`src/rtl/flash_arb_pkg.sv`:
```
// Shared encodings for the flash bus arbiter: FSM states, owner codes and
// requester identities.
package flash_arb_pkg;

  localparam int STATE_W = 3;
  typedef logic [STATE_W-1:0] state_t;

  localparam state_t ST_IDLE    = 3'd0;
  localparam state_t ST_SETUP   = 3'd1;
  localparam state_t ST_GNT_PFL = 3'd2;
  localparam state_t ST_GNT_USR = 3'd3;
  localparam state_t ST_DRAIN   = 3'd4;

  localparam logic [1:0] OWN_NONE = 2'b00;
  localparam logic [1:0] OWN_PFL  = 2'b01;
  localparam logic [1:0] OWN_USR  = 2'b10;
  localparam logic [1:0] OWN_TURN = 2'b11;

  typedef enum logic {
    SIDE_PFL = 1'b0,
    SIDE_USR = 1'b1
  } side_t;

  // Owner code reported for the state the FSM is about to occupy.
  function automatic logic [1:0] owner_of(input state_t st);
    logic [1:0] code;
    case (st)
      ST_IDLE:    code = OWN_NONE;
      ST_GNT_PFL: code = OWN_PFL;
      ST_GNT_USR: code = OWN_USR;
      default:    code = OWN_TURN;
    endcase
    return code;
  endfunction

endpackage

```
`src/rtl/flash_arb_turn_timer.sv`:
```
// Loadable down-counter for the bus-parked turnaround windows; done is high
// for exactly one cycle when the loaded count has run out.
module flash_arb_turn_timer (
  input  logic       clkin_max_100,
  input  logic       sys_resetn,
  input  logic       load,
  input  logic [3:0] load_val,
  output logic       done
);

  logic [3:0] cnt_reg;
  logic       run_reg;

  always_ff @(posedge clkin_max_100) begin
    if (!sys_resetn) begin
      cnt_reg <= 4'd0;
      run_reg <= 1'b0;
    end else if (load) begin
      cnt_reg <= load_val;
      run_reg <= 1'b1;
    end else if (run_reg) begin
      if (cnt_reg == 4'd0) begin
        run_reg <= 1'b0;
      end else begin
        cnt_reg <= cnt_reg - 4'd1;
      end
    end
  end

  assign done = run_reg && (cnt_reg == 4'd0);

endmodule

```
`src/rtl/flash_bus_arbiter.sv`:
```
// Arbitrates the shared parallel-flash bus between the PFL engine and the user
// controller, parking the bus for a fixed turnaround on every ownership change.
module flash_bus_arbiter
  import flash_arb_pkg::*;
#(
  parameter int                TURN_CYC     = 4,
  parameter int                HOLD_W       = 20,
  parameter logic [HOLD_W-1:0] USR_MAX_HOLD = 20'hFFFFF
) (
  input  logic       clkin_max_100,
  input  logic       sys_resetn,
  input  logic       pfl_req,
  input  logic       usr_req,
  output logic       grant_pfl,
  output logic       grant_usr,
  output logic       sel_pfl,
  output logic       bus_park,
  output logic       usr_timeout,
  output logic [1:0] owner
);

  localparam logic [3:0] TURN_LOAD = 4'(TURN_CYC - 1);

  state_t            state_reg, state_next;
  side_t             target_reg, target_next;
  side_t             last_owner_reg, last_owner_next;
  logic [HOLD_W-1:0] hold_cnt_reg, hold_cnt_next;

  logic       grant_pfl_reg, grant_pfl_next;
  logic       grant_usr_reg, grant_usr_next;
  logic       sel_pfl_reg, sel_pfl_next;
  logic       bus_park_reg, bus_park_next;
  logic       usr_timeout_reg, usr_timeout_next;
  logic [1:0] owner_reg, owner_next;

  logic timer_load;
  logic timer_done;
  logic revoke;
  logic tgt_req;

  flash_arb_turn_timer u_turn_timer (
    .clkin_max_100 (clkin_max_100),
    .sys_resetn    (sys_resetn),
    .load          (timer_load),
    .load_val      (TURN_LOAD),
    .done          (timer_done)
  );

  assign tgt_req = (target_reg == SIDE_PFL) ? pfl_req : usr_req;

  always_ff @(posedge clkin_max_100) begin
    if (!sys_resetn) begin
      state_reg       <= ST_IDLE;
      target_reg      <= SIDE_PFL;
      last_owner_reg  <= SIDE_USR;
      hold_cnt_reg    <= '0;
      grant_pfl_reg   <= 1'b0;
      grant_usr_reg   <= 1'b0;
      sel_pfl_reg     <= 1'b1;
      bus_park_reg    <= 1'b1;
      usr_timeout_reg <= 1'b0;
      owner_reg       <= OWN_NONE;
    end else begin
      state_reg       <= state_next;
      target_reg      <= target_next;
      last_owner_reg  <= last_owner_next;
      hold_cnt_reg    <= hold_cnt_next;
      grant_pfl_reg   <= grant_pfl_next;
      grant_usr_reg   <= grant_usr_next;
      sel_pfl_reg     <= sel_pfl_next;
      bus_park_reg    <= bus_park_next;
      usr_timeout_reg <= usr_timeout_next;
      owner_reg       <= owner_next;
    end
  end

  always_comb begin
    state_next  = state_reg;
    target_next = target_reg;
    timer_load  = 1'b0;
    revoke      = 1'b0;
    case (state_reg)
      ST_IDLE: begin
        // On a tie the side that did not own the bus last goes first.
        if (pfl_req && (!usr_req || last_owner_reg == SIDE_USR)) begin
          state_next  = ST_SETUP;
          target_next = SIDE_PFL;
          timer_load  = 1'b1;
        end else if (usr_req) begin
          state_next  = ST_SETUP;
          target_next = SIDE_USR;
          timer_load  = 1'b1;
        end
      end
      ST_SETUP: begin
        if (!tgt_req) begin
          state_next = ST_DRAIN;
          timer_load = 1'b1;
        end else if (timer_done) begin
          state_next = (target_reg == SIDE_PFL) ? ST_GNT_PFL : ST_GNT_USR;
        end
      end
      ST_GNT_PFL: begin
        if (!pfl_req) begin
          state_next = ST_DRAIN;
          timer_load = 1'b1;
        end
      end
      ST_GNT_USR: begin
        // A voluntary release wins over revocation on the same cycle.
        if (!usr_req) begin
          state_next = ST_DRAIN;
          timer_load = 1'b1;
        end else if (pfl_req && (hold_cnt_reg >= USR_MAX_HOLD - 1'b1)) begin
          state_next = ST_DRAIN;
          timer_load = 1'b1;
          revoke     = 1'b1;
        end
      end
      ST_DRAIN: begin
        if (timer_done) begin
          state_next = ST_IDLE;
        end
      end
      default: state_next = ST_IDLE;
    endcase
  end

  always_comb begin
    grant_pfl_next   = (state_next == ST_GNT_PFL);
    grant_usr_next   = (state_next == ST_GNT_USR);
    bus_park_next    = !((state_next == ST_GNT_PFL) || (state_next == ST_GNT_USR));
    owner_next       = owner_of(state_next);
    usr_timeout_next = revoke;

    sel_pfl_next = sel_pfl_reg;
    if (state_reg == ST_IDLE && state_next == ST_SETUP) begin
      sel_pfl_next = (target_next == SIDE_PFL);
    end

    last_owner_next = last_owner_reg;
    if (state_reg == ST_SETUP && state_next == ST_GNT_PFL) begin
      last_owner_next = SIDE_PFL;
    end else if (state_reg == ST_SETUP && state_next == ST_GNT_USR) begin
      last_owner_next = SIDE_USR;
    end

    hold_cnt_next = hold_cnt_reg;
    if (state_reg == ST_GNT_USR && hold_cnt_reg != {HOLD_W{1'b1}}) begin
      hold_cnt_next = hold_cnt_reg + 1'b1;
    end
    if (state_next == ST_DRAIN && state_reg != ST_DRAIN) begin
      hold_cnt_next = '0;
    end
  end

  assign grant_pfl   = grant_pfl_reg;
  assign grant_usr   = grant_usr_reg;
  assign sel_pfl     = sel_pfl_reg;
  assign bus_park    = bus_park_reg;
  assign usr_timeout = usr_timeout_reg;
  assign owner       = owner_reg;

endmodule

```
`config.mk`:
```
export PLATFORM = sky130hd
export DESIGN_NAME = flash_bus_arbiter
export DESIGN_NICKNAME = d
export VERILOG_FILES = /design/src/rtl/flash_arb_pkg.sv /design/src/rtl/flash_arb_turn_timer.sv /design/src/rtl/flash_bus_arbiter.sv
export SDC_FILE = /design/constraint.sdc
export NUM_CORES = 1
export LEC_CHECK = 0
export BUFFER_PORTS_ARGS = -buffer_cell sky130_fd_sc_hd__buf_2
export CORE_MARGIN = 1
export CORE_UTILIZATION = 41
export CTS_CLUSTER_SIZE = 8
export DETAILED_ROUTE_END_ITERATION = 8
export SLEW_MARGIN = 20
export SYNTH_ARGS = -nofsm -noshare
export SYNTH_HDL_FRONTEND = slang
export SYNTH_SLANG_ARGS = --single-unit
```
`constraint.sdc`:
```
create_clock -name clkin_max_100 -period 5.09 [get_ports clkin_max_100]
set_input_delay 0.7635 -clock clkin_max_100 [delete_from_list [all_inputs] [get_ports clkin_max_100]]
set_output_delay 0.7635 -clock clkin_max_100 [all_outputs]
set_load 0.01 [all_outputs]
```
==> impl_metrics.tcl, run 1 <==
set metrics [dict create \
    drv_slew 0 \
    wl_met1_mm 1.81 \
    synth_top_area_frac 0.393 \
    crit_family "simple AND/OR/NAND/NOR gates" \
    synth_cell_types 50 \
    dp_hpwl_mm 2.64 \
    core_mm2 0.00438 \
    dieHeight_um 69.8 \
    drt-total-wl_mm 3.79 \
    synthToLayoutAreaGrowth_pct 7.77 \
    drt_iter0_drc 91 \
    clockBufferDepth 2 \
    yosysTopAreaCell "dfxtp_1" \
    crit_type "flop to flop" \
    grt-ovfl-total 0 \
    die_w_um 69.8 \
    drive_gt1_frac 0.111 \
    rsz0062_at_grt "no" \
    path_buf_inv 0 \
    ys_ff_latch 37 \
    fin_crit_ns 2.28 \
    dr.pass1.iters 4 \
    layoutNonFillerInstCount 278 \
    worstSkewPairLatency_ns 0.29 \
    cts.sinks 37 \
    post-route-period-util 0.448 \
    finalSetupViolCount 0 \
    h-tree-depth 2 \
    synth_top_family_by_area "simple AND/OR/NAND/NOR gates" \
    synth_xor_xnor_area_share 0.0930 \
    hp-class "flop to flop" \
    post_cts_buffers 0 \
    yosysWarnings 0 \
    rows 24 \
    synthMuxAreaShare 0.00531 \
    crit_chain "nand3b_1 > nor4_1 > o2111ai_1 > xor2_1 > nor2_1" \
    synth_fa_ha_area_frac 0.0266 \
    cts_tree "done" \
    setup_tns_ns 0 \
    gp_congestion 0.800 \
    synth_edf_count 0 \
    grt_pass1_vias 1481 \
    p_total_mw 0.617 \
    largest_reg_flops 20 \
    vias_per_cell 5.59 \
    clkTransAtPathRegs_ns 0.08 \
    synth_compound_area_frac 0.168 \
    remaining_drc_errors 0 \
    final_nets 233 \
    start_util 0.430 \
    power_density_mw_per_mm2 304 \
    finClkSkew_ns 0.00648 \
    ys_seq_area_frac 0.393 \
    track_usage 0.169 \
    wl_met2_mm 1.79 \
    required_ns 5.27 \
    dp_cells 270 \
    synthArstFlopShare 0 \
    dieArea_mm2 0.00487 \
    synth.top_cells.by_count "37 x dfxtp_1, 25 x nor2_1, 14 x a21oi_1" \
    drv_cap 0 \
    worst_slew_pin_slew_ns 1.01 \
    ctsRootBufferMaster "clkbuf_8" \
    yosys.area_share.simple 0.263 \
    cp-end-kind "flop" \
    fmax_mhz 439 \
    p_leak_nw 0.759 \
    grt_max_degree 21 \
    synth_fp_nets 226 \
    vias 1553 \
    io_buffers 10 \
    pin_count 11 \
    dr_wl_met3_um 111 \
    avgSynthCellArea_um2 8.64 \
    hold_viol_final 0 \
    yosys_most_used_dff "dfxtp_1" \
    slew_headroom 0.320 \
    antenna_cells 0 \
    ctsResizeCount 0 \
    startpoint_type "flop" \
    fin_hold_ws_ns 0.464 \
    slowest_delay_ns 0.91 \
    top_layer "met4" \
    synth_area_mm2 0.00188 \
    ir_worst_vdd_mv 0.152 \
    yosys-top-cells-area "dfxtp_1 39%, xor2_1 5.1%, nor2_1 5.0%" \
    synth.most_common_cell "dfxtp_1" \
    cp_slowest_cell "nor4_1" \
    cp_max_fo 13 \
    syn-instance-count 218 \
    numCtsBuffers 5 \
    ant_nets 0 \
    wire_per_inst_um 13.6 \
    antenna_found_initial 0 \
    postCtsHoldBufs 0 \
    cp.arrival_ns 2.46 \
    grt_first_pass_wirelength_mm 6.58 \
    status "finished clean" \
]
[stage by stage]
step           instance area, µm²  setup WS, ns   util
6_report                     2030          2.81  0.463
5_1_grt                      2030          2.61  0.463
4_1_cts                      2030          2.87  0.463
3_5_place_dp                 1940          2.88  0.443
3_3_place_gp                 1940          2.89  0.443
2_1_floorplan                1880          3.23      -
[cells in the final DEF, fill, tap and decap left out, types with 6 or more instances in the layout]
master,synthesis,layout
dfxtp_1,37,37
nor2_1,25,25
a21oi_1,14,14
inv_1,11,11
xor2_1,11,11
nand2_1,11,11
buf_2,2,10
xnor2_1,9,9
nand3_1,8,8
nand4_1,7,7
nor3_1,6,6
o211ai_1,6,6
[cell families (layout without fill, tap and decap cells)]
family | Yosys count | count (layout)
flops | 37 | 37
mux | 1 | 1
compound gates | 48 | 48
xor+xnor | 20 | 20
fa+ha+maj | 4 | 4
simple gates | 87 | 87
buf+inv | 21 | 29
[per-layer routing]
layer  vias to the layer above  track usage
li1                        796            -
met1                       727        0.206
met2                        23        0.275
met3                         7       0.0392
met4                         0       0.0911
met5                         -            0
[tightest hold or removal path, cell delays in order (launching register included)]
cell and delay [ns]:
dfxtp_1 0.32, inv_1 0.05, o21bai_1 0.06
[area by class of cell]
class	instances	area, µm²
Multi-Input combinational cell	160	1050
Tap cell	52	65.1
Inverter	11	41.3
Timing Repair Buffer	10	50.0
Sequential cell	37	741
Clock buffer	5	68.8
Clock inverter	3	17.5
Fill cell	452	2350
[where the power goes]
group          internal, mW  switching (mW)  leakage, nW
Combinational        0.0398          0.0507        0.414
Sequential            0.306          0.0157        0.301
Clock                0.0945           0.110       0.0439
Total                 0.441           0.176        0.759
[final timing paths]
check / start / end / slack [ns] / cells after the start
setup / recovery: state_reg[1] / hold_cnt_reg[11] / 2.81 / 5
hold / removal: sel_pfl / sel_pfl / 0.46 / 2
setup reg to reg: state_reg[1] / hold_cnt_reg[11] / 2.81 / 5
hold reg to reg: sel_pfl / sel_pfl / 0.46 / 2
No activity file was read; power rests on OpenSTA's default activity.
==> inputs of run 2 (changes only) <==
- ABC_AREA: default -> 1
- clock period: 5.09 -> 2.2 ns (I/O delays scaled with it)
==> impl_metrics.tcl, run 2 <==
set metrics [dict create \
    largest_reg_flops 20 \
    avgSynthCellArea_um2 6.86 \
    synthToLayoutAreaGrowth_pct 9.52 \
    die_w_um 71.8 \
    final_area_mm2 0.00219 \
    pin_count 11 \
    pre_cts_slack_ns 0.293 \
    worstHoldEndpoint "last_owner_reg" \
    status "finished clean" \
    gp_congestion 0.856 \
    yosys-top-cells-area "dfxtp_1 37%, nand2_1 18%, nor2_1 7.7%" \
    ys_ff_latch 37 \
    cp-end-kind "flop" \
    ir_worst_vdd_mv 0.424 \
    fmax_mhz 522 \
    r2r-start "hold_cnt_reg[0]" \
    p_total_mw 1.47 \
    synthArstFlopShare 0 \
    drv_slew 0 \
    required_ns 2.36 \
    antenna_cells 0 \
    finClkSkew_ns 0.00888 \
    placed_cell_area_mm2 0.00208 \
    rsz0062_at_grt "no" \
    core_mm2 0.00469 \
    worst_slew_pin_slew_ns 0.407 \
    ant_nets 0 \
    hold_start "sys_resetn" \
    fin_hold_ws_ns 0.337 \
    setup_tns_ns 0 \
    worstSkewPairLatency_ns 0.29 \
    finalSetupViolCount 0 \
    drt_iter0_drc 71 \
    power_density_mw_per_mm2 671 \
    drv_cap 0 \
    syn-instance-count 291 \
    antenna_found_initial 0 \
    clockBufferDepth 2 \
    dieHeight_um 71.8 \
    wire_per_inst_um 11.4 \
    yosys.area_share.simple 0.363 \
    postCtsHoldBufs 0 \
    numCtsBuffers 5 \
    cts.sinks 37 \
    h-tree-depth 2 \
    cp_max_fo 19 \
    layout_commonest_cell "nand2_1" \
    synth_fp_nets 299 \
    yosysWarnings 0 \
    final_nets 312 \
    track_usage 0.180 \
    startpoint_type "flop" \
    dieArea_mm2 0.00515 \
    remaining_drc_errors 0 \
    start_util 0.426 \
    vias_per_cell 4.97 \
    fin_crit_ns 1.92 \
    hold_viol_final 0 \
    synth_area_mm2 0.00200 \
    layoutNonFillerInstCount 358 \
    grt_max_degree 21 \
    p_leak_nw 0.891 \
    dr.pass1.iters 4 \
    synth.most_common_cell "nand2_1" \
    synth_top_area_frac 0.371 \
    io_buffers 10 \
    reg2reg_depth 9 \
    vias 1778 \
    post_cts_buffers 0 \
    grt_first_pass_wirelength_mm 7.22 \
    dp_cells 351 \
    final_cell_mix "95 x nand2_1, 41 x nor2_1, 37 x dfxtp_1" \
    drive_gt1_frac 0.118 \
    synth_edf_count 0 \
    yosysTopAreaCell "dfxtp_1" \
    synthMuxAreaShare 0 \
    synth_fa_ha_area_frac 0.0251 \
    rows 25 \
    synth_top_family_by_area "simple AND/OR/NAND/NOR gates" \
    synth_xor_xnor_area_share 0.0702 \
    dp_hpwl_mm 3.03 \
    ctsResizeCount 0 \
    drt-total-wl_mm 4.08 \
    synth.top_cells.by_count "95 x nand2_1, 41 x nor2_1, 37 x dfxtp_1" \
    cp.arrival_ns 2.08 \
    reg2reg_slack_ns 0.28 \
    crit_type "flop to flop" \
    post-route-util 0.466 \
    ctsRootBufferMaster "clkbuf_8" \
    yosys_most_used_dff "dfxtp_1" \
    post-route-period-util 0.871 \
    hp-class "primary input to flop" \
    grt_pass1_vias 1623 \
    fin_ws_ns 0.283 \
    synth_compound_area_frac 0.0984 \
    clkTransAtPathRegs_ns 0.08 \
    rr_endpoint "hold_cnt_reg[1]" \
    whs_path_depth 2 \
    cts_tree "done" \
    ys_seq_area_frac 0.371 \
    synth_cell_types 29 \
    grt-ovfl-total 0 \
    slew_headroom 0.728 \
]
## run 2: kinds of logic after synthesis
kind of cell / count (synthesis)
AOI/OAI and AO/OA: 31
xor gates and xnor gates: 16
adders and majority gates: 4
buffers and inverters: 32
DFF: 37
and+or+nand+nor: 171
## run 2: area by class of cell
cell class | instances | area (µm²)
Fill cell | 467 | 2500
Multi-Input combinational cell | 222 | 1110
Sequential cell | 37 | 741
Inverter | 27 | 106
Clock buffer | 5 | 68.8
Tap cell | 54 | 67.6
Timing Repair Buffer | 11 | 57.6
Clock inverter | 2 | 35.0
## run 2: worst max-delay path, stage by stage (launching register included)
cell,delay [ns]
dfxtp_1,0.42
ha_1,0.30
nand3_2,0.16
nor3_2,0.19
nand2_1,0.12
nand2_2,0.09
nand2_4,0.14
clkinv_4,0.18
or2_0,0.13
a21oi_1,0.06
## run 2: worst max-delay path by stage
stage                          from         endpoint  slack [ns]  depth (start not counted)
floorplan           hold_cnt_reg[0]  hold_cnt_reg[2]        0.56                         11
global placement    hold_cnt_reg[0]  hold_cnt_reg[1]        0.32                          9
detailed placement  hold_cnt_reg[0]  hold_cnt_reg[1]        0.29                          9
CTS                 hold_cnt_reg[0]  hold_cnt_reg[1]        0.28                          9
global route        hold_cnt_reg[0]  hold_cnt_reg[0]        0.08                          9
finish              hold_cnt_reg[0]  hold_cnt_reg[1]        0.28                          9
## run 2: routing by layer
layer | global-route usage | up-vias | routed length, µm | part of all wire
li1 | - | 935 | - | -
met1 | 0.233 | 804 | 2010 | 0.49
met2 | 0.298 | 32 | 1870 | 0.46
met3 | 0.0394 | 7 | 154 | 0.038
met4 | 0.0610 | 0 | 47 | 0.012
met5 | 0 | - | 0 | 0
## run 2: where the power goes
| part | total (mW) | leakage (nW) | internal [mW] | switching (mW) |
|---|---|---|---|---|
| sequential | 0.720 | 0.301 | 0.702 | 0.0181 |
| combinational | 0.192 | 0.536 | 0.0651 | 0.127 |
| clock | 0.556 | 0.0540 | 0.329 | 0.227 |
